[src/rtl/reset_sequencer_pkg.sv]
// ============================================================================
// Module      : reset_sequencer_pkg
// Description : Shared types and helpers for the staged reset sequencer.
//               Contains the sequencer state encoding and the function that
//               sizes the shared settle/timeout counter.
// Revision    : 1.0 - initial release
// ============================================================================
`default_nettype none

package reset_sequencer_pkg;

  // Sequencer states, 2-bit encoding.
  typedef enum logic [1:0] {
    ST_DELAY      = 2'd0,
    ST_WAIT_READY = 2'd1,
    ST_DONE       = 2'd2,
    ST_ERROR      = 2'd3
  } seq_state_e;

  // Width needed to hold every value 0..max(a,b); never less than one bit.
  function automatic int cnt_width(input int a, input int b);
    int m;
    m = (a > b) ? a : b;
    return ($clog2(m + 1) < 1) ? 1 : $clog2(m + 1);
  endfunction

endpackage

`default_nettype wire

[src/rtl/reset_sequencer_counter.sv]
// ============================================================================
// Module      : cycle_counter
// Description : Clearable, enabled up-counter with a terminal-value compare.
//               The count is registered; term_o flags count == term_i.
// Ports       : clk_i    - clock
//               rst_i    - synchronous active-high reset (count -> 0)
//               clear_i  - synchronous clear, wins over enable_i
//               enable_i - increment by one this cycle
//               term_i   - terminal value to compare against
//               count_o  - registered count
//               term_o   - high while count_o equals term_i
// Revision    : 1.0 - initial release
// ============================================================================
`default_nettype none

module cycle_counter #(
  parameter int WIDTH = 4
) (
  input  logic             clk_i,
  input  logic             rst_i,
  input  logic             clear_i,
  input  logic             enable_i,
  input  logic [WIDTH-1:0] term_i,
  output logic [WIDTH-1:0] count_o,
  output logic             term_o
);

  logic [WIDTH-1:0] count_q;
  logic [WIDTH-1:0] count_d;

  always_comb begin
    count_d = count_q;
    if (clear_i) begin
      count_d = '0;
    end else if (enable_i) begin
      count_d = count_q + WIDTH'(1);
    end
  end

  always_ff @(posedge clk_i) begin
    if (rst_i) begin
      count_q <= '0;
    end else begin
      count_q <= count_d;
    end
  end

  assign count_o = count_q;
  assign term_o  = (count_q == term_i);

endmodule

`default_nettype wire

[src/rtl/reset_sequencer.sv]
// ============================================================================
// Module      : reset_sequencer
// Description : Staged reset-release controller. After rst_i drops, releases
//               STAGES downstream reset domains in order, each after a
//               DELAY_CYCLES settle period and gated on the previous domain's
//               ready. Optional ready timeout drives a sticky error.
// Macro       : RESET_SEQUENCER_TIMEOUT_EN - when defined, a stage that does
//               not report ready within TIMEOUT_CYCLES of its release sends
//               the sequencer to ERROR (all resets re-asserted, error_o=1).
//               When undefined, WAIT_READY waits forever and error_o is 0.
// Ports       : clk_i      - clock
//               rst_i      - synchronous active-high reset
//               soft_rst_i - synchronous request to restart the sequence
//               ready_i    - per-stage init-done, bit k pairs with rst_o[k]
//               rst_o      - per-stage active-high reset (registered)
//               stage_o    - current / failing stage index
//               done_o     - all stages released and ready
//               error_o    - sticky ready-timeout flag
// Revision    : 1.0 - initial release
// ============================================================================
`default_nettype none

module reset_sequencer
  import reset_sequencer_pkg::*;
#(
  parameter int STAGES         = 4,
  parameter int DELAY_CYCLES   = 16,
  parameter int TIMEOUT_CYCLES = 1024
) (
  input  logic                                    clk_i,
  input  logic                                    rst_i,
  input  logic                                    soft_rst_i,
  input  logic [STAGES-1:0]                       ready_i,
  output logic [STAGES-1:0]                       rst_o,
  output logic [(STAGES > 1 ? $clog2(STAGES) : 1)-1:0] stage_o,
  output logic                                    done_o,
  output logic                                    error_o
);

  localparam int SW = (STAGES > 1) ? $clog2(STAGES) : 1;
`ifdef RESET_SEQUENCER_TIMEOUT_EN
  localparam int CW = cnt_width(DELAY_CYCLES, TIMEOUT_CYCLES);
`else
  localparam int CW = cnt_width(DELAY_CYCLES, 1);
  // Timeout length has no effect in this build.
  localparam int timeout_unused = TIMEOUT_CYCLES;
`endif

  seq_state_e        state_q, state_d;
  logic [SW-1:0]     stage_q, stage_d;
  logic [STAGES-1:0] rst_q,   rst_d;
  logic              done_q,  done_d;
  logic              err_q,   err_d;

  logic              cnt_clr;
  logic              cnt_en;
  logic [CW-1:0]     cnt_term;
  logic              cnt_hit;
  logic [CW-1:0]     cnt_q_unused;

  // One counter serves both the settle delay and the ready timeout; it is
  // cleared on every state transition so it can never wrap.
  cycle_counter #(
    .WIDTH (CW)
  ) u_cnt (
    .clk_i    (clk_i),
    .rst_i    (rst_i),
    .clear_i  (cnt_clr),
    .enable_i (cnt_en),
    .term_i   (cnt_term),
    .count_o  (cnt_q_unused),
    .term_o   (cnt_hit)
  );

  // State register
  always_ff @(posedge clk_i) begin
    if (rst_i) begin
      state_q <= ST_DELAY;
      stage_q <= '0;
      rst_q   <= '1;
      done_q  <= 1'b0;
      err_q   <= 1'b0;
    end else begin
      state_q <= state_d;
      stage_q <= stage_d;
      rst_q   <= rst_d;
      done_q  <= done_d;
      err_q   <= err_d;
    end
  end

  // Next-state logic
  always_comb begin
    state_d  = state_q;
    stage_d  = stage_q;
    rst_d    = rst_q;
    done_d   = done_q;
    err_d    = err_q;
    cnt_clr  = 1'b0;
    cnt_en   = 1'b0;
    cnt_term = CW'(DELAY_CYCLES - 1);

    if (soft_rst_i) begin
      state_d = ST_DELAY;
      stage_d = '0;
      rst_d   = '1;
      done_d  = 1'b0;
      err_d   = 1'b0;
      cnt_clr = 1'b1;
    end else begin
      case (state_q)
        ST_DELAY: begin
          cnt_en = 1'b1;
          if (cnt_hit) begin
            rst_d[stage_q] = 1'b0;
            cnt_clr        = 1'b1;
            state_d        = ST_WAIT_READY;
          end
        end

        ST_WAIT_READY: begin
`ifdef RESET_SEQUENCER_TIMEOUT_EN
          cnt_term = CW'(TIMEOUT_CYCLES - 1);
`endif
          // Ready is checked first so it wins over a same-edge timeout.
          if (ready_i[stage_q]) begin
            cnt_clr = 1'b1;
            if (stage_q == SW'(STAGES - 1)) begin
              state_d = ST_DONE;
              done_d  = 1'b1;
            end else begin
              stage_d = stage_q + SW'(1);
              state_d = ST_DELAY;
            end
`ifdef RESET_SEQUENCER_TIMEOUT_EN
          end else if (cnt_hit) begin
            state_d = ST_ERROR;
            rst_d   = '1;
            err_d   = 1'b1;
            cnt_clr = 1'b1;
          end else begin
            cnt_en = 1'b1;
`endif
          end
        end

        // DONE and ERROR hold until a reset of either kind.
        ST_DONE:  ;
        ST_ERROR: ;
        default:  state_d = ST_DELAY;
      endcase
    end
  end

  // Output logic; err_q can only be set with the timeout compiled in.
  always_comb begin
    rst_o   = rst_q;
    stage_o = stage_q;
    done_o  = done_q;
    error_o = err_q;
  end

endmodule

`default_nettype wire

[config.mk]
export PLATFORM = sky130hd
export DESIGN_NAME = reset_sequencer
export DESIGN_NICKNAME = d
export VERILOG_FILES = /design/src/rtl/reset_sequencer_pkg.sv /design/src/rtl/reset_sequencer_counter.sv /design/src/rtl/reset_sequencer.sv
export SDC_FILE = /design/constraint.sdc
export NUM_CORES = 1
export LEC_CHECK = 0
export BUFFER_PORTS_ARGS = -buffer_cell sky130_fd_sc_hd__buf_2
export CAP_MARGIN = 20
export CORE_MARGIN = 10
export CORE_UTILIZATION = 55
export CTS_CLUSTER_DIAMETER = 60
export DETAILED_ROUTE_END_ITERATION = 8
export GPL_TIMING_DRIVEN = 0
export PLACE_DENSITY = 0.81
export SETUP_SLACK_MARGIN = 0.3
export SYNTH_ARGS = -nofsm -noshare
export SYNTH_HDL_FRONTEND = slang
export SYNTH_SLANG_ARGS = --single-unit
[constraint.sdc]
create_clock -name clk_i -period 3.8 [get_ports clk_i]
set_input_delay 0.57 -clock clk_i [delete_from_list [all_inputs] [get_ports clk_i]]
set_output_delay 0.57 -clock clk_i [all_outputs]
set_load 0.02 [all_outputs]
# Word-level counts from Yosys, hierarchy flattened
# Index checks and enable logic that the tools add are counted.
word_totals:
  output_inout_bits: 8
  ff_bits: 14
  input_bits: 7
op_classes:
  magnitude_cmp: 2
  n_reduce_logical: 9
  n_eq_ne: 5
  add_sub_neg: 2
  mux: 14
  bitwise_logic: 3
ops:
  columns: ["operator", "n"]
  rows:
  - ["3-bit AND reduction", 3]
  - ["1-bit two-way mux", 7]
  - ["2-bit two-way mux", 3]
  - ["5-bit by 1-bit adder with 5-bit output (second input constant)", 1]
  - ["5-bit by 4-bit equality test with 1-bit output (second input constant)", 1]
  - ["4-bit bitwise AND", 1]
  - ["2-bit inequality test (second input constant)", 2]
  - ["4-bit inverter", 1]
  - ["2-bit one-hot mux with 2 select lines", 1]
  - ["2-bit OR reduction", 2]
  - ["2-bit by 3-bit less-than comparator with 1-bit output (second input constant)", 1]
  - ["2-bit by 1-bit adder with 2-bit output (second input constant)", 1]
  - ["1-bit binary-select mux with 2-bit select", 1]
  - ["1-bit demux with 2-bit select", 1]
  - ["2-bit by 1-bit equality test with 1-bit output (second input constant)", 1]
  - ["2-bit equality test (second input constant)", 1]
  - ["2-bit by 1-bit greater-or-equal comparator with 1-bit output (second input constant)", 1]
  - ["2-bit zero test", 1]
  - ["1-bit one-hot mux with 2 select lines", 1]
  - ["2-bit AND reduction", 1]
  - ["2-bit nonzero test", 1]
  - ["1-bit logical AND", 1]
  - ["1-bit inverter", 1]

# Logic depth before layout (Yosys ltp)
# Gate-level depths: netlist of run 1.
depth:
  ltp_word: 6
  mapped_depth: 6

# Cells and area by module
# From an unflattened synthesis of run 1, not the netlist that was laid out.
unflattened:
  hier_cells: 80
  hier_area_um2: 742.0
modules_own_cells:
  columns: ["module", "cells_each", "instances", "area_per_inst_um2"]
  rows:
  - ["reset_sequencer", 54, 1, 489.2]
  - ["cycle_counter", 26, 1, 252.7]

# Worst setup path after synthesis of run 1
# No wires, ideal clock.
synth_path:
  path_kind: "flip-flop to flip-flop"
  start: "register u_cnt.count_q[0], in the netlist u_cnt.count_o[0]"
  end: "register u_cnt.count_q[4], in the netlist u_cnt.count_o[4]"
  period_less_slack_ps: 1619
  setup_slack_ps: 2181
  arrival_time_ps: 1471
  stages_incl_launch_ff: 7
  required_time_ps: 3651
  path_cell_list: "dfxtp_1 ha_1 and3_1 ha_1 nor3b_1 nand2b_1 a2111oi_0"
synth_via:
  elab_chain_len: 5
  word_cells_on_any_way: 6
  cone_classes: "add/sub: 1; eq/ne: 1; mux: 3; reduce/logical: 1"
synth_lines:
  columns: ["item", "line", "text"]
  rows:
  - ["start: declaration", "reset_sequencer_counter.sv:28", "logic [WIDTH-1:0] count_q;"]
  - ["start signal: assignment", "reset_sequencer_counter.sv:44", "count_q <= count_d;"]
  - ["5-bit by 4-bit equality test with 1-bit output", "reset_sequencer_counter.sv:49", "assign term_o = (count_q == term_i);"]
  - ["1-bit two-way mux", "reset_sequencer.sv:114", "if (cnt_hit) begin"]
  - ["1-bit one-hot mux with 2 select lines", "reset_sequencer.sv:111", "case (state_q)"]
  - ["1-bit two-way mux", "reset_sequencer.sv:103", "if (soft_rst_i) begin"]
  - ["2-bit OR reduction (no source line)", null, null]
# Parallel ways exist; a longest one is shown, timed or not.
# A chain may end at the register's enable or synchronous reset.

# Final worst setup path of run 1
# Ends and elaborated chain as after synthesis.

==> results of run 1 <==
==> flip-flops by register name, indices dropped and copies added (netlist names) <==
| name | count |
|---|---|
| stage_o | 2 |
| rst_o | 4 |
| done_o | 1 |
| state_q | 2 |
| u_cnt.count_o | 5 |
==> area by class of cell <==
class                      instances  area share [%]
sequential                        14           32.84
multi-input combinational         57           48.68
timing repair buffer              13           7.625
tap                               15           2.199
inverter                           4           1.760
buffer                             3           2.639
clock buffer                       4           4.252
==> metrics by stage <==
step	total power [mW]	area [um2]	utilization, %
2_1_floorplan	0.1627	733.2	-
3_3_place_gp	0.1682	817.0	63.58
3_5_place_dp	0.1694	817.0	63.58
4_1_cts	0.2759	853.3	66.41
5_1_grt	0.2840	853.3	66.41
6_report	0.2715	853.3	66.41
==> Yosys cell counts <==
cell type,n
a2111oi_0,1
a211oi_2,1
a21o_1,5
a21oi_1,2
a2bb2oi_1,1
and3_1,1
buf_4,1
buf_6,1
clkbuf_1,1
conb_1,1
dfxtp_1,14
ha_1,6
inv_1,4
mux2_2,1
mux2i_1,2
mux4_2,1
nand2_1,9
nand2b_1,1
nand3_1,2
nand3b_1,1
nor2_1,2
nor3_1,4
nor3b_1,3
nor4b_1,1
o21ai_0,3
o22ai_1,1
o2bb2ai_1,1
o31ai_1,1
o41ai_1,1
or2_2,1
or3_1,2
xnor2_1,2
==> cell usage in the layout, fill, tap and decap left out, drive strengths merged, types with 2 or more instances in the layout <==
cell and n:
xnor2 2, o21ai 3, or3 2, ha 6
mux2i 2, nor2 2, inv 4, nand2 9
a21o 5, dfxtp 14, buf 15, nor3b 3
nor3 4, clkbuf 5, nand3 2, a21oi 2
==> worst max path at each step <==
stage / startpoint / end / cells after the start
5_1_grt: u_cnt.count_o[0] / u_cnt.count_o[4] / 6
2_1_floorplan: u_cnt.count_o[0] / u_cnt.count_o[4] / 6
6_report: u_cnt.count_o[0] / u_cnt.count_o[4] / 6
4_1_cts: u_cnt.count_o[0] / u_cnt.count_o[4] / 6
3_3_place_gp: u_cnt.count_o[0] / u_cnt.count_o[4] / 6
3_5_place_dp: u_cnt.count_o[0] / u_cnt.count_o[4] / 6
==> critical path: stages, from the launching register on <==
cell       delay (ns)
dfxtp_1          0.38
ha_1             0.18
and3_1           0.16
ha_1             0.14
nor3b_1          0.51
nand2b_1         0.30
a2111oi_0        0.09
==> report_power, final <==
part / switching [mW] / internal [mW] / total [mW]
clock: 0.0470 / 0.0582 / 0.105
combinational: 0.0101 / 0.00760 / 0.0177
sequential: 0.000858 / 0.148 / 0.149
total: 0.0580 / 0.214 / 0.271
==> kinds of logic (layout without fill, tap and decap cells) <==
| kind of cell | Yosys count | after routing | share of synthesized area (%) |
|---|---|---|---|
| simple gates | 27 | 27 | 19.29 |
| compound gates | 17 | 17 | 16.90 |
| flops | 14 | 14 | 38.23 |
| buf+inv | 7 | 24 | 5.119 |
| fa+ha+maj | 6 | 6 | 10.24 |
| mux | 4 | 4 | 7.338 |
| xor+xnor | 2 | 2 | 2.390 |
| other cells | 1 | 1 | 0.5115 |
==> per-layer routing <==
layer | GRT usage, % | up-vias | wire [um]
met5 | 0 | - | 0
met2 | 18.81 | 19 | 866
met4 | 5.155 | 0 | 25
met3 | 2.697 | 4 | 84
li1 | - | 314 | -
met1 | 10.09 | 286 | 637
==> flow_summary.yaml, run 1 <==
status:
  status: "finished, final reports clean"
sta:
  finalCriticalPeriod_ns: 1.893
  hold_ws_ns: 0.4542
  fmax_ghz: 0.5284
  slew_viol_final: 0
  rsz0062_at_grt: "no"
  finalCritPeriodShare_pct: 49.80
  skew_ns: 0.005234
  setup_ws_ns: 1.907
  worstMarginPinSlew_ns: 0.6009
  setup_violations: 0
  fin_setup_tns_ns: 0
  slew_headroom_pct: 59.85
  final-hold-violation-count: 0
worst_setup_path:
  crit_arrival_ns: 2.03
  timing.rr.start: "u_cnt.count_o[0]"
  endpoint_kind: "flop"
  rr_worst_depth: 6
  cp-start-kind: "flop"
  worst_r2r_endpoint: "u_cnt.count_o[4]"
  crit_type: "reg2reg"
  cp_max_fo: 6
  worst-r2r-setup-slack_ns: 1.91
  crit_required_ns: 3.93
grt:
  grt_first_pass_wirelength_mm: 2.677
  grt_max_degree: 10
  grt_pass1_vias: 615
  grt_antenna_before_repair: 0
  grt_overflow: 0
  grt_use_total_pct: 10.21
routing:
  vias: 623
  wl_mm: 1.613
  drc_errors: 0
  via_per_inst: 5.664
  dr.pass1.iters: 4
  drt_iter0_markers: 15
  ant_nets: 0
  post_drt_wl_per_cell_um: 14.66
clock_network:
  cts_tree: "built"
  post_cts_resized: 0
  cts_hold_buf: 0
  cts_buffers: 3
  cts_buffer_depth: 2
  worstSkewPairLatency_ns: 0.28
  cts.reportedPaths.clkPinSlew_ns: 0.08
  postCtsSetupBuffers: 0
  cts_sinks: 14
  cts_root_buf: "clkbuf_4"
  h-tree-depth: 1
placement:
  placedCellCount: 106
  dpl_worst_slack_ns: 1.910
  gp_congestion: 0.7635
  port_buffers: 13
  hpwl_mm: 1.264
power:
  peakVddDrop_v: 0.0001873
  p_per_area_nw_per_um2: 318.2
  p_leak_nw: 0.3244
layout:
  finalNonFillerCells: 110
  drive_gt1_share_pct: 24.21
  fillers: 117
  nNetsFinal: 109
  area_growth_pct: 16.38
  register_area_um2: 280.3
  multi_input_area_um2: 415.4
  antennaDiodeCount: 0
yosys:
  syn_area_per_cell_um2: 9.400
  synth.yosys.seq_area_share_pct: 38.23
  ys_types: 32
  synth_warnings: 0
  synth_area_leaders: "dfxtp_1, ha_1, a21o_1, nand2_1, mux4_2"
  synth_top_area_cell: "dfxtp_1"
  synth_area_um2: 733.2
  syn_nets: 91
  synth_top_area_share_pct: 38.23
  synthCells: 78
  synth-seq-cells: 14
job:
  drv_cap: 0
hold_path:
  holdPathEnd: "rst_o[0]"
  whs_path_depth: 1
  hp-class: "reg2reg"
  hold_start: "rst_o[0]"
die:
  row_count: 13
  core_area_um2: 1285
  dieArea_um2: 3193
  die_width_um: 56.51
  die_h_um: 56.51
  start_util_pct: 57.06
  ioPinCount: 15
Note: power is estimated with default switching activity, not from simulation.
==> run 2: changes to the inputs <==
CORE_UTILIZATION = 46   (was 55)
PLACE_DENSITY = 0.72   (was 0.81)
clock period = 1.6 ns   (was 3.8 ns; I/O delays follow)
==> flow_summary.yaml, run 2 (same netlist as run 1, synthesis figures left out) <==
die:
  core_area_um2: 1506
  die_width_um: 59.93
  row_count: 14
  dieArea_um2: 3591
  ioPinCount: 15
  die_h_um: 59.93
  start_util_pct: 48.67
routing:
  drc_errors: 0
  ant_nets: 0
  vias: 641
  wl_mm: 1.677
  drt-met1-wl_um: 643
  top_layer_used: "met3"
  drt_iter0_markers: 4
  post_drt_wl_per_cell_um: 14.33
  via_per_inst: 5.479
  dr.pass1.iters: 4
  wl_met2_um: 960
  routed-wl-met3_um: 73
layout:
  drive_gt1_share_pct: 55.45
  mostFrequentLayoutCells: "buf_2, dfxtp_1, nand2_1, buf_4"
  area_growth_pct: 46.25
  largest_reg_flops: 5
  nNetsFinal: 115
  fillers: 117
  antennaDiodeCount: 0
  multi_input_area_um2: 574.3
  layout_commonest_cell: "buf_2"
  register_area_um2: 290.3
sta:
  worstMarginPinSlew_ns: 0.5074
  skew_ns: 0.001181
  fin_setup_tns_ns: 0
  finalCritPeriodShare_pct: 91.23
  slew_viol_final: 0
  finalCriticalPeriod_ns: 1.460
  fmax_ghz: 0.6851
  rsz0062_at_grt: "yes"
  slew_headroom_pct: 66.05
  setup_violations: 0
  final-hold-violation-count: 0
clock_network:
  cts_sinks: 14
  cts_buffers: 3
  cts_hold_buf: 0
  cts.reportedPaths.clkPinSlew_ns: 0.08
  h-tree-depth: 1
  cts_buffer_depth: 2
  cts_tree: "built"
  cts_root_buf: "clkbuf_4"
  worstSkewPairLatency_ns: 0.28
worst_setup_path:
  crit_chain: "ha_4 -> and3_4 -> ha_4 -> nor3b_4 -> buf_6 -> nand2_1 -> a21o_1"
  endpoint_kind: "flop"
  crit_type: "reg2reg"
  crit_top_cell: "ha_4"
  critical_path_buf_inv_count: 1
  cp_slowest_cell: "dfxtp_2"
  cp_max_fo: 5
  crit_family: "simple AND/OR/NAND/NOR gates"
  cpPeakStageDelay_ns: 0.36
  rr_worst_depth: 7
  crit_required_ns: 1.78
  cp-start-kind: "flop"
  cp_num_cells: 7
  crit_arrival_ns: 1.64
grt:
  grt_overflow: 0
  grt_antenna_before_repair: 0
  grt_first_pass_wirelength_mm: 2.718
  grt_use_total_pct: 9.732
  grt_max_degree: 10
  grt_pass1_vias: 623
power:
  p_sw_share_pct: 22.52
  p_per_area_nw_per_um2: 618.9
  peakVddDrop_v: 0.0004886
  seqPwrFrac_pct: 53.0
  combPwrFrac_pct: 8.9
  p_clk_share_pct: 38.1
  intPower_mw: 0.5142
  power.total_mw: 0.6636
  p_leak_nw: 0.3876
  switchingPower_mw: 0.1494
placement:
  port_buffers: 13
  gp_congestion: 0.7661
  hpwl_mm: 1.193
hold_path:
  whs_path_depth: 4
  hp-class: "in2reg"
job:
  drv_cap: 0
status:
  status: "finished, final reports clean"
-- run 2: worst paths after layout --
path / start / end / slack [ns]
setup / recovery: u_cnt.count_o[0] / rst_o[1] / 0.14
hold / removal: rst_i / state_q[0] / 0.33
setup reg to reg: u_cnt.count_o[0] / rst_o[1] / 0.14
hold reg to reg: rst_o[3] / rst_o[3] / 0.46
-- run 2: worst min-delay path: cells and delay by family --
family / cells / cell delay, ns
AOI/OAI and AO/OA: 1 / 0.06
and+or+nand+nor: 2 / 0.19
buffers and inverters: 1 / 0.08
-- run 2: cell type report --
type	instances	share of cell area (%)
Multi-Input combinational cell	57	53.56
Clock buffer	4	3.384
Inverter	4	1.400
Tap cell	16	1.867
Buffer	3	2.100
Sequential cell	14	27.07
Timing Repair Buffer	19	10.62
-- run 2: through the flow --
stage	setup WS (ns)	hold slack (ns)	area [um2]	util [%]	cells
final	0.1404	0.3343	1072	71.18	117
after detailed placement	0.06521	0.4386	869.6	57.72	107
after global placement	0.06947	0.4306	869.6	57.72	107
after CTS	0.1404	0.3265	1008	66.94	116
after floorplan	0.2006	0.4862	784.5	-	78
after global routing	0.08016	0.3433	1072	71.18	117
-- run 2: power groups by stage --
| stage | Combinational [mW] | Sequential (mW) | Clock, mW |
|---|---|---|---|
| detailed placement | 0.0449 | 0.360 | 0 |
| CTS | 0.0562 | 0.351 | 0.261 |
| floorplan | 0.0299 | 0.359 | 0 |
| global route | 0.0644 | 0.352 | 0.272 |
| global placement | 0.0431 | 0.360 | 0 |
| finish | 0.0589 | 0.352 | 0.253 |
-- run 2: timing repair --
item / 4_1_cts / 5_1_grt
pin swaps: 6 / 4
gates resized for setup: 12 / 11
gates cloned: 0 / 0
buffers inserted: 5 / 1
endpoints found under the setup margin: 12 / 15
-- run 2: per-layer routing --
metal	up-vias	track usage, %
li1	325	-
met2	10	18.38
met5	-	0
met1	306	9.322
met3	0	4.449
met4	0	1.923
